===== config.mk =====
export PLATFORM = sky130hd
export DESIGN_NAME = multicycle_controller
export DESIGN_NICKNAME = d
export VERILOG_FILES = /design/src/rtl/multicycle_controller.sv
export SDC_FILE = /design/constraint.sdc
export NUM_CORES = 1
export LEC_CHECK = 0
export ABC_AREA = 1
export CAP_MARGIN = 30
export CORE_ASPECT_RATIO = 0.75
export CORE_MARGIN = 5
export CORE_UTILIZATION = 45
export CTS_CLUSTER_SIZE = 40
export DETAILED_ROUTE_END_ITERATION = 16
export HOLD_SLACK_MARGIN = 0.02
export PLACE_DENSITY = 0.76
export SLEW_MARGIN = 0
export SYNTH_ARGS = -nofsm -noshare
export SYNTH_HDL_FRONTEND = slang
export SYNTH_SLANG_ARGS = --single-unit

===== constraint.sdc =====
create_clock -name clk -period 2.6 [get_ports clk]
set_clock_uncertainty 0.05 [all_clocks]
set_input_delay 0.39 -clock clk [delete_from_list [all_inputs] [get_ports clk]]
set_output_delay 0.39 -clock clk [all_outputs]
set_load 0.1 [all_outputs]

===== src/rtl/multicycle_controller.sv =====
// Multi-cycle control unit for the RV32I subset core: sequences fetch, decode, execute,
// memory and write-back, and guards the shared memory port with a ready handshake and timeout.
module multicycle_controller #(
  parameter int OPCODE_W     = 7,
  parameter bit ENABLE_JUMPS = 1'b1,
  parameter int MEM_TIMEOUT  = 15
) (
  input  logic                clk,
  input  logic                reset,
  input  logic [OPCODE_W-1:0] Opcode,
  input  logic                mem_ready,
  output logic                MemReq,
  output logic                MemRead,
  output logic                MemWrite,
  output logic                IRWrite,
  output logic                PCWrite,
  output logic                ALUSrc,
  output logic                MemtoReg,
  output logic                RegWrite,
  output logic                Branch,
  output logic                JalrSel,
  output logic [1:0]          ALUOp,
  output logic [1:0]          RWSel,
  output logic                fault,
  output logic [2:0]          state
);

  localparam int WAIT_W  = (MEM_TIMEOUT > 0) ? $clog2(MEM_TIMEOUT + 1) : 1;
  localparam int TO_LAST = (MEM_TIMEOUT > 0) ? MEM_TIMEOUT - 1 : 0;

  localparam logic [OPCODE_W-1:0] OP_R    = OPCODE_W'(7'b0110011);
  localparam logic [OPCODE_W-1:0] OP_ADDI = OPCODE_W'(7'b0010011);
  localparam logic [OPCODE_W-1:0] OP_LW   = OPCODE_W'(7'b0000011);
  localparam logic [OPCODE_W-1:0] OP_SW   = OPCODE_W'(7'b0100011);
  localparam logic [OPCODE_W-1:0] OP_BR   = OPCODE_W'(7'b1100011);
  localparam logic [OPCODE_W-1:0] OP_JAL  = OPCODE_W'(7'b1101111);
  localparam logic [OPCODE_W-1:0] OP_JALR = OPCODE_W'(7'b1100111);
  localparam logic [OPCODE_W-1:0] OP_LUI  = OPCODE_W'(7'b0110111);

  typedef enum logic [2:0] {
    S_IDLE   = 3'd0,
    S_FETCH  = 3'd1,
    S_DECODE = 3'd2,
    S_EXEC   = 3'd3,
    S_MEM    = 3'd4,
    S_WB     = 3'd5,
    S_FAULT  = 3'd7
  } state_t;

  typedef enum logic [3:0] {
    K_ILL, K_LW, K_SW, K_BR, K_R, K_ADDI, K_LUI, K_JAL, K_JALR
  } kind_t;

  state_t              state_q, state_d;
  logic [OPCODE_W-1:0] op_q, op_d;
  logic [WAIT_W-1:0]   wait_q, wait_d;
  kind_t               kind_q, kind_in;

  function automatic kind_t classify(input logic [OPCODE_W-1:0] op);
    kind_t k;
    case (op)
      OP_LW:   k = K_LW;
      OP_SW:   k = K_SW;
      OP_BR:   k = K_BR;
      OP_R:    k = K_R;
      OP_ADDI: k = K_ADDI;
      OP_LUI:  k = K_LUI;
      OP_JAL:  k = K_JAL;
      OP_JALR: k = K_JALR;
      default: k = K_ILL;
    endcase
    if (!ENABLE_JUMPS && (k == K_JAL || k == K_JALR)) k = K_ILL;
    return k;
  endfunction

  assign kind_q  = classify(op_q);
  assign kind_in = classify(Opcode);
  assign state   = state_q;

  always_ff @(posedge clk or posedge reset) begin
    if (reset) begin
      state_q <= S_IDLE;
      op_q    <= '0;
      wait_q  <= '0;
    end else begin
      state_q <= state_d;
      op_q    <= op_d;
      wait_q  <= wait_d;
    end
  end

  always_comb begin
    state_d  = state_q;
    op_d     = op_q;
    wait_d   = '0;
    MemReq   = 1'b0;
    MemRead  = 1'b0;
    MemWrite = 1'b0;
    IRWrite  = 1'b0;
    PCWrite  = 1'b0;
    ALUSrc   = 1'b0;
    MemtoReg = 1'b0;
    RegWrite = 1'b0;
    Branch   = 1'b0;
    JalrSel  = 1'b0;
    ALUOp    = 2'b00;
    RWSel    = 2'b00;
    fault    = 1'b0;

    if (state_q inside {S_EXEC, S_MEM, S_WB}) begin
      ALUSrc = !(kind_q inside {K_R, K_BR});
      case (kind_q)
        K_BR:          ALUOp = 2'b01;
        K_R, K_ADDI:   ALUOp = 2'b10;
        K_LUI, K_JAL:  ALUOp = 2'b11;
        default:       ALUOp = 2'b00;
      endcase
    end

    case (state_q)
      S_IDLE: state_d = S_FETCH;
      S_FETCH: begin
        MemReq  = 1'b1;
        MemRead = 1'b1;
        if (mem_ready) begin
          IRWrite = 1'b1;
          PCWrite = 1'b1;
          state_d = S_DECODE;
        end
      end
      S_DECODE: begin
        op_d    = Opcode;
        state_d = (kind_in == K_ILL) ? S_FAULT : S_EXEC;
      end
      S_EXEC: begin
        case (kind_q)
          K_BR: begin
            Branch  = 1'b1;
            state_d = S_FETCH;
          end
          K_JAL, K_JALR: begin
            Branch  = 1'b1;
            PCWrite = 1'b1;
            JalrSel = (kind_q == K_JALR);
            state_d = S_WB;
          end
          K_LW, K_SW: state_d = S_MEM;
          K_ILL:      state_d = S_FAULT;
          default:    state_d = S_WB;
        endcase
      end
      S_MEM: begin
        MemReq   = 1'b1;
        MemRead  = (kind_q == K_LW);
        MemWrite = (kind_q == K_SW);
        if (mem_ready) state_d = (kind_q == K_LW) ? S_WB : S_FETCH;
      end
      S_WB: begin
        RegWrite = 1'b1;
        MemtoReg = (kind_q == K_LW);
        RWSel    = (kind_q inside {K_JAL, K_JALR}) ? 2'b01 : 2'b00;
        state_d  = S_FETCH;
      end
      S_FAULT: fault = 1'b1;
      default: state_d = S_FAULT;
    endcase

    // Counter holds the number of completed wait cycles on the pending request;
    // the cycle that would make it reach MEM_TIMEOUT diverts to FAULT instead.
    if (MemReq && !mem_ready) begin
      if (state_d == state_q) wait_d = wait_q + WAIT_W'(1);
      if (MEM_TIMEOUT > 0 && wait_q == WAIT_W'(TO_LAST)) state_d = S_FAULT;
    end
  end

endmodule


**Word-level counts from Yosys, hierarchy flattened**

Cells that the tools add are included.

- Reduce and logical (&&, ||, !) cells: 16
- Multiplexer cells: 31
- Add/sub/neg operators: 1
- Equal/unequal tests: 32

Operators by type and width:

| operator | number |
|---|---|
| 4-bit case mux with 8 select lines | 2 |
| 7-bit by 6-bit equality test with 1-bit output (second input constant) | 6 |
| 7-bit equality test (second input constant) | 6 |
| 3-bit two-way mux | 6 |
| 3-bit case mux with 6 select lines | 1 |
| 4-bit by 3-bit equality test with 1-bit output (second input constant) | 4 |
| 1-bit two-way mux | 15 |
| 7-bit by 2-bit equality test with 1-bit output (second input constant) | 2 |
| 7-bit by 5-bit equality test with 1-bit output (second input constant) | 2 |
| 2-bit OR reduction | 6 |
| 3-bit equality test (second input constant) | 3 |
| 3-bit case mux with 3 select lines | 1 |
| 4-bit by 2-bit equality test with 1-bit output (second input constant) | 2 |
| 4-bit equality test (second input constant) | 2 |
| 4-bit logical NOT | 2 |
| 4-bit two-way mux | 2 |
| 3-bit by 2-bit equality test with 1-bit output (second input constant) | 2 |
| 2-bit case mux with 3 select lines | 1 |
| 4-bit by 1-bit adder with 4-bit output (second input constant) | 1 |
| 4-bit by 1-bit equality test with 1-bit output (second input constant) | 1 |
| 1-bit case mux with 2 select lines | 2 |
| 2-bit nonzero test | 2 |
| 3-bit by 1-bit equality test with 1-bit output (second input constant) | 1 |
| 3-bit equality test | 1 |
| other kinds (6) | 7 |

- Input bits: 10
- Bits in registers: 14
- Output and inout bits: 18

**Logic depth before layout (Yosys ltp)**

Gate-level depths: netlist (run 1).

- Word-level depth: 9
- Depth in mapped cells: 8
- Depth with buffers taken out: 8

**Worst setup path after synthesis (run 1)**

OpenSTA, ideal clock, no wires.

- Path type: register to output
- Start: register state_q[2], in the netlist state[2]
- End: output MemtoReg
- Path slack: -1.795 ns
- Stages on the path, launching flop included: 5
- Data required time: 2.160 ns
- Arrival time: 3.955 ns
- Path through: dfrtp_1 inv_2 nor3_2 inv_1 nor2_1

- Cells in the longest elaborated chain, start to end: 2

RTL lines:

| what | line | text |
|---|---|---|
| from (decl) | 54 | `state_t state_q, state_d;` |
| from (signal assigned) | 86 | `state_q <= state_d;` |
| 3-bit equality test | 120 | `case (state_q)` |
| 1-bit two-way mux | 120 |  |
| to (decl) | 18 | `output logic MemtoReg,` |

No other way between the ends.

**Worst setup path after layout (run 1)**

- Start: register state_q[2], in the netlist state[2]
- End: output ALUSrc

- Cells in the longest elaborated chain, start to end: 3

RTL lines:

| what | line | text |
|---|---|---|
| 3-bit by 2-bit equality test with 1-bit output / 3-bit equality test (equally long branches) | 110 | `if (state_q inside {S_EXEC, S_MEM, S_WB}) begin` |
| 3-bit nonzero test * | 110 |  |
| 1-bit two-way mux * | 110 |  |
| to (decl) | 17 | `output logic ALUSrc,` |

Mark *: on every way between the ends. The rest lies on a longest branch, timed or not.

==> flow_summary.ini, run 1 <==
[clock_network]
cts.sinks = 14
clk_latency_ps = 280
cts_buffer_depth = 2
ctsResizeCount = 0
post_cts_buffers = 0
root_buffer = clkbuf_4
path_clk_slew_ps = 80
tritoncts = yes
hold_buffers = 0
htree_num_levels = 1
cts_buffers = 3

[setup_path]
start_kind = register
path_class = reg2out
cp.required_ps = 2160
cp-end-kind = output port
worstPathArrival_ps = 1780
critPathMaxStageDelay_ps = 520
cp_max_fo = 6
worstPathCellList = nor2_2 > inv_1 > nor2_2 > inv_1 > nand3_2 > nand2_2 > a21oi_4 > buf_12
slowest_stage = dfrtp_4

[place]
gp_congestion = 0.849
place_hpwl_mm = 1.94
pre_cts_slack_ps = 676
portBuffers = 26

[detailed_routing]
drt-total-wl_mm = 2.27
vias_per_cell = 4.90
wl_per_cell_um = 11.4
wl_met1_mm = 1.03
via_count = 976
dr_wl_met3_um = 151
antenna_left = 0
wl_met2_mm = 1.09
drc = 0
highest_layer = met4
drt_iter0_drc = 38
drt_pass1_iterations = 4

[power_and_ir_drop]
irDropWorstVdd_uv = 323
p_leak_nw = 0.738
power.density_nw_per_um2 = 286
power_w = 0.000421

[flow_run]
maxCapViolCount = 0

[timing]
rsz0062_at_grt = no
tightest_slew_ps = 514
hold_viol = 0
whs_ps = 380
slew_violations = 0
setup_viol = 0
period_share_pct = 85.5
final.min_clock_period_ps = 2220
layout_setup_ws_ps = 378
slew_headroom_pct = 65.7
max_freq_mhz = 450

[layout]
n_antenna_cell = 0
fin_nets = 188
final_cell_mix = 27 x nand2_1, 25 x inv_1, 18 x nor2_1
seqCellArea_sq_um = 362
final_common_cell = nand2_1
area.growth.synth_to_final_pct = 45.9
fillerInstances = 185
multi_input_area_sq_um = 578
drive_above_1_share_pct = 29.1

[synth]
yosysUniqueCellTypes = 27
synthCells = 147
synth_seq_area_share_pct = 34.7
avgSynthCellArea_sq_um = 6.86
ys_ff_latch = 14
syn_nets = 159
syn_area_sq_um = 1010
synth_warnings = 0

[die]
die-area_sq_um = 3300
start_util_pct = 48.8
rows = 14
io_pins = 28
fp.coreArea_sq_um = 2070
chipHeight_um = 51.0
die_w_um = 64.7

[global_route]
grt_max_degree = 15
grt_pass1_vias = 900
antenna_found_initial = 0
grt_pass1_wl_mm = 3.85
overflow = 0
grt_use_total_pct = 14.8

[worst_hold_path]
hp-class = in2async

[run_status]
status = finished clean
[where the power goes]
part	leakage (nW)	switching, W	internal [W]
registers	0.156	0.00000260	0.000221
clock network	0.0210	0.0000692	0.0000852
logic	0.562	0.0000255	0.0000181
total	0.738	0.0000972	0.000324
[flip-flops by register name, indices dropped and copies added (netlist names)]
signal and cells:
op_q 7, wait_q 4, state 3
[metrics by stage]
step | utilization, % | cells | TNS [ps] | cell area, sq um
global route | 71.2 | 199 | 0 | 1470
floorplan | - | 147 | -923 | 1070
CTS | 71.2 | 199 | 0 | 1470
global placement | 69.4 | 195 | 0 | 1440
finish | 71.2 | 199 | 0 | 1470
detailed placement | 69.4 | 195 | 0 | 1440
[synth_stat cells, drive strengths merged]
library cell | number | area share (%)
nand2 | 29 | 11
o21ai | 9 | 4.8
a21oi | 5 | 2.9
inv | 31 | 12
nor2 | 25 | 9.8
o21bai | 1 | 0.74
and3 | 1 | 0.62
nand4 | 2 | 1.2
nor3 | 7 | 6.6
nand3 | 14 | 7.9
mux2 | 2 | 2.2
ha | 2 | 2.5
buf | 2 | 1.2
conb | 1 | 0.37
xor2 | 1 | 0.87
xnor2 | 1 | 0.87
dfrtp | 14 | 35
[final cells by class]
class                           instances  share of cell area [%]
Sequential cell                        14                    24.6
Inverter                               31                    8.33
Multi-Input combinational cell        100                    39.3
Clock buffer                            4                    2.47
Timing Repair Buffer                   26                    23.3
Tap cell                               24                    2.04
[critical path: cells and delay by family, from the launching register on]
family                 cells  cell delay [ps]
DFF                        1              520
buffers and inverters      3              360
AOI/OAI and AO/OA          1              130
and+or+nand+nor            4              480
[cells by family after synthesis]
group | Yosys count | synth area share, %
AND/OR/NAND/NOR | 78 | 37.2
buffers and inverters | 33 | 12.8
AO/OA/AOI/OAI | 15 | 8.44
flip-flops | 14 | 34.7
adder cells (fa/ha/maj) | 2 | 2.48
XOR/XNOR | 2 | 1.74
multiplexers | 2 | 2.23
other | 1 | 0.372
[path summary, 6_finish.rpt]
check	start	to	slack, ps	depth (start not counted)
setup / recovery	state[2]	ALUSrc	380	8
hold reg to reg	wait_q[0]	wait_q[0]	450	1
hold / removal	reset	op_q[1]	380	2
min in group clk	wait_q[0]	wait_q[0]	450	1
setup reg to reg	state[2]	op_q[0]	1040	3
max in group asynchronous	reset	state[0]	1730	2
[metal layers]
metal  global-route usage (%)  vias to the layer above
li1                         -                      516
met1                     17.6                      428
met2                     26.5                       29
met3                     5.04                        3
met4                     2.11                        0
met5                        0                        -
Note: power is estimated with default switching activity, not from simulation.
==> inputs of run 2 (changes only) <==
SETUP_SLACK_MARGIN = 0.4   (was unset)
==> run 2 against run 1 <==
Compared with the run above: register-to-register slack worse by 50 ps; power is 3.3% lower; wire length is 23% higher; setup slack better by 58 ps; flip-flop and latch count stayed put; die area stayed put.
==> flow_summary.ini, run 2 (synthesis results as in run 1) <==
[layout]
final_util_pct = 79.4
finalNonFillerCells = 210
drive_above_1_share_pct = 40.9
largest_reg_flops = 7
final_cell_mix = 23 x nand2_1, 20 x inv_1, 17 x nor2_1, 17 x buf_4
seqCellArea_sq_um = 363
n_antenna_cell = 0
final_common_cell = nand2_1
area.growth.synth_to_final_pct = 62.7
fillerInstances = 140
fin_nets = 199
regMostFlops = op_q
multi_input_area_sq_um = 662

[power_and_ir_drop]
switchingPower_w = 0.000108
irDropWorstVdd_uv = 173
power.density_nw_per_um2 = 248
p_int_w = 0.000300
p_leak_nw = 0.792
pwr-share-seq_pct = 55.1
netSwitchingFraction_pct = 26.4
pwr-share-comb_pct = 11.7
clkPwrFrac_pct = 33.1

[global_route]
overflow = 0
grt_pass1_vias = 1045
antenna_found_initial = 0
grt_pass1_wl_mm = 4.57
grt_max_degree = 15
grt_use_total_pct = 17.5

[clock_network]
cts_buffer_depth = 2
path_clk_slew_ps = 100
hold_buffers = 0
cts.sinks = 14
cts_buffers = 3
root_buffer = clkbuf_4
tritoncts = yes
htree_num_levels = 1
clk_latency_ps = 290

[timing]
slew_violations = 0
hold_viol = 0
rsz0062_at_grt = yes
tightest_slew_ps = 563
whs_ps = 393
setup_viol = 0
max_freq_mhz = 462
period_share_pct = 83.2
final.min_clock_period_ps = 2160
slew_headroom_pct = 62.5
layout_setup_ws_ps = 436

[detailed_routing]
drc = 0
drt-total-wl_mm = 2.81
via_count = 1073
antenna_left = 0
wl_per_cell_um = 13.4
drt_iter0_drc = 38
vias_per_cell = 5.11
drt_pass1_iterations = 4

[die]
fp.coreArea_sq_um = 2070
chipHeight_um = 51.0
io_pins = 28
die_w_um = 64.7
die-area_sq_um = 3300
start_util_pct = 48.8
rows = 14

[setup_path]
critPathMaxStageDelay_ps = 520
start_kind = register
path_buf_inv = 3
cpLargestDelayFamily = flip-flops
worstPathArrival_ps = 1720
cp_common_cell = nor2_4
cp-end-kind = output port
cp.required_ps = 2160
path_class = reg2out
cp_max_fo = 4
regToRegStartpoint = state[2]
worstPathCellList = nor2_4 > inv_1 > nor2_4 > inv_4 > nand3_2 > nand2_2 > a21oi_4 > buf_12
slowest_stage = dfrtp_4
crit_path_start = state[2]

[worst_hold_path]
hp-class = in2async

[flow_run]
maxCapViolCount = 0

[place]
place_hpwl_mm = 2.11
gp_congestion = 0.835
dp_cells = 195
portBuffers = 26
pre_cts_slack_ps = 602

[run_status]
status = finished clean
run 2: power by group through the flow:
stage               Clock [W]  Combinational [W]  Sequential (W)
CTS                  0.000136          0.0000455        0.000223
global placement            0          0.0000431        0.000228
finish               0.000135          0.0000477        0.000225
global route         0.000147          0.0000525        0.000225
floorplan                   0          0.0000262        0.000227
detailed placement          0          0.0000450        0.000228
run 2: final timing paths:
check / endpoint / slack (ps) / cells after the start
setup reg to reg: op_q[1] / 990 / 3
hold reg to reg: wait_q[0] / 440 / 1
max in group asynchronous: op_q[3] / 1690 / 2
hold / removal: wait_q[1] / 390 / 2
min in group clk: wait_q[0] / 440 / 1
setup / recovery: ALUSrc / 440 / 8
run 2: metrics by stage:
step / TNS [ps] / power, W / instance area [sq um]
floorplan: -923 / 0.000253 / 1090
global placement: 0 / 0.000271 / 1450
detailed placement: 0 / 0.000273 / 1450
CTS: 0 / 0.000404 / 1510
global route: 0 / 0.000425 / 1640
finish: 0 / 0.000407 / 1640
run 2: final cells by class:
class,count,area share (%)
Inverter,31,7.93
Multi-Input combinational cell,100,40.4
Sequential cell,14,22.1
Timing Repair Buffer,37,26.2
Clock buffer,4,1.60
Tap cell,24,1.83
run 2: repair_timing:
action / in CTS / in global routing
endpoints found under the hold margin: 0 / 0
buffers inserted: 2 / 9
setup endpoints to repair: 5 / 9
gates resized for setup: 5 / 19
pin swaps: 1 / 9
run 2: layer usage:
metal  wire (um)  share of wire [%]  vias up  global-route usage [%]
met2        1410                 50       39                    32.9
met5           0                  0        -                       0
li1            -                  -      538                       -
met3         170                6.1        8                    4.61
met1        1180                 42      488                    19.6
met4          46                1.6        0                    5.26
run 2: worst reg2reg max path, cell delays in order (launching register included):
cell and delay, ps:
dfrtp_4 520, inv_2 130, nand3_1 370, mux2_2 420
==> inputs of run 3 (changes only) <==
clock period = 2.3 ns   (was 2.6 ns; I/O delays follow)
==> run 3 against run 2 <==
Compared with the run above: utilization grew 6.9 points; register-to-register slack lost 340 ps; sequential share of layout area shrank 1.8 points; global-route usage grew 3.9 points; critical path type unchanged; largest cell class unchanged; largest power group unchanged.
==> flow_summary.ini, run 3 (synthesis results as in run 1) <==
[flow_run]
maxCapViolCount = 0

[setup_path]
r2r_cells = 4
cp-endpoint = PCWrite
cp_max_fo = 4
regToRegStartpoint = state[0]
cp-end-kind = output port
cp.required_ps = 1900
worstPathArrival_ps = 1720
start_kind = register
path_class = reg2out
timing.rr.end = op_q[0]
r2r_setup_slack_ps = 650
crit_path_start = op_q[3]

[global_route]
grt_pass1_wl_mm = 5.41
grt_pass1_vias = 1164
grt_max_degree = 15
grt_use_total_pct = 21.4
overflow = 0
antenna_found_initial = 0

[timing]
max_freq_mhz = 472
period_share_pct = 92.1
hold_viol = 0
final.min_clock_period_ps = 2120
slew_violations = 0
tightest_slew_ps = 535
slew_headroom_pct = 64.3
rsz0062_at_grt = yes
setup_viol = 0
tns_ps = 0

[clock_network]
path_clk_slew_ps = 90
cts.sinks = 14
clk_latency_ps = 290
hold_buffers = 0
cts_buffer_depth = 2
root_buffer = clkbuf_4
tritoncts = yes
htree_num_levels = 1
cts_buffers = 3

[place]
place_hpwl_mm = 2.16
portBuffers = 26
gp_congestion = 0.892

[run_status]
status = finished clean

[die]
die-area_sq_um = 3300
io_pins = 28
rows = 14
start_util_pct = 48.8
fp.coreArea_sq_um = 2070
die_w_um = 64.7
chipHeight_um = 51.0

[detailed_routing]
antenna_left = 0
via_count = 1187
vias_per_cell = 5.44
drt_iter0_drc = 73
drt_pass1_iterations = 4
drc = 0
drt-total-wl_mm = 3.52
wl_per_cell_um = 16.2

[layout]
final_cell_mix = 23 x nand2_1, 20 x buf_4, 17 x nor2_1
largest_reg_flops = 7
drive_above_1_share_pct = 45.4
regMostFlops = op_q
final_util_pct = 86.3
area.growth.synth_to_final_pct = 76.8
final_common_cell = nand2_1
n_antenna_cell = 0
fin_nets = 207

[power_and_ir_drop]
irDropWorstVdd_uv = 230
p_leak_nw = 0.863
power.density_nw_per_um2 = 259

[worst_hold_path]
hp-class = in2async
[run 3: cell types whose count changed in the layout (fill, tap and decap cells not counted), moves of 2 or more]
cell,delta
nand3_4,+2
nand3_2,-2
buf_12,+4
buf_4,+3
inv_1,-4
inv_2,+3
[run 3: worst max-delay path: stages, from the launching register on]
cell and delay, ps:
dfrtp_1 440, nor3_2 270, nand2_2 160, nand2_1 150, inv_2 80, o21ai_4 150, buf_12 190
[run 3: how the worst min path moves through the flow]
stage / start / to / slack [ps] / cells after the start
after floorplan: reset / op_q[0] / 180 / 1
after global placement: wait_q[0] / wait_q[0] / 420 / 1
after detailed placement: wait_q[0] / wait_q[0] / 450 / 1
after CTS: reset / state[2] / 360 / 2
after global routing: reset / state[2] / 380 / 2
final: reset / state[2] / 340 / 2
[run 3: area by class of cell]
class | instances | area (sq um)
clock buffers | 4 | 26.3
inverters | 31 | 138
fillers | 111 | 284
multi-input cells | 100 | 683
repair buffers | 45 | 543
flip-flops and latches | 14 | 363
well taps | 24 | 30.0
[run 3: through the flow]
| step | power, W | hold WS [ps] | cells | area (sq um) | setup WS [ps] |
|---|---|---|---|---|---|
| after floorplan | 0.000287 | 184 | 147 | 1110 | -540 |
| after global placement | 0.000306 | 419 | 195 | 1510 | 478 |
| after detailed placement | 0.000308 | 453 | 195 | 1510 | 420 |
| after CTS | 0.000460 | 364 | 214 | 1720 | 259 |
| after global routing | 0.000493 | 376 | 218 | 1780 | 68.8 |
| final | 0.000462 | 345 | 218 | 1780 | 182 |
[run 3: repair_timing]
action                                 CTS  global route
setup endpoints to repair               12            12
resized for setup                       24             6
pin swaps                               12             5
endpoints found under the hold margin    0             0
setup buffers                           15             4
[run 3: per-layer routing]
metal,global-route usage [%],vias up,wire length (um)
met5,0,-,0
li1,-,556,-
met1,24.8,559,1420
met2,40.8,60,1810
met4,4.21,0,83
met3,4.82,12,208
[run 3: power breakdown]
part	switching (W)	internal [W]	total, W	leakage, nW
clock network	0.0000818	0.0000674	0.000149	0.0150
registers	0.00000333	0.000249	0.000253	0.155
logic	0.0000340	0.0000258	0.0000598	0.693
total	0.000119	0.000343	0.000462	0.863
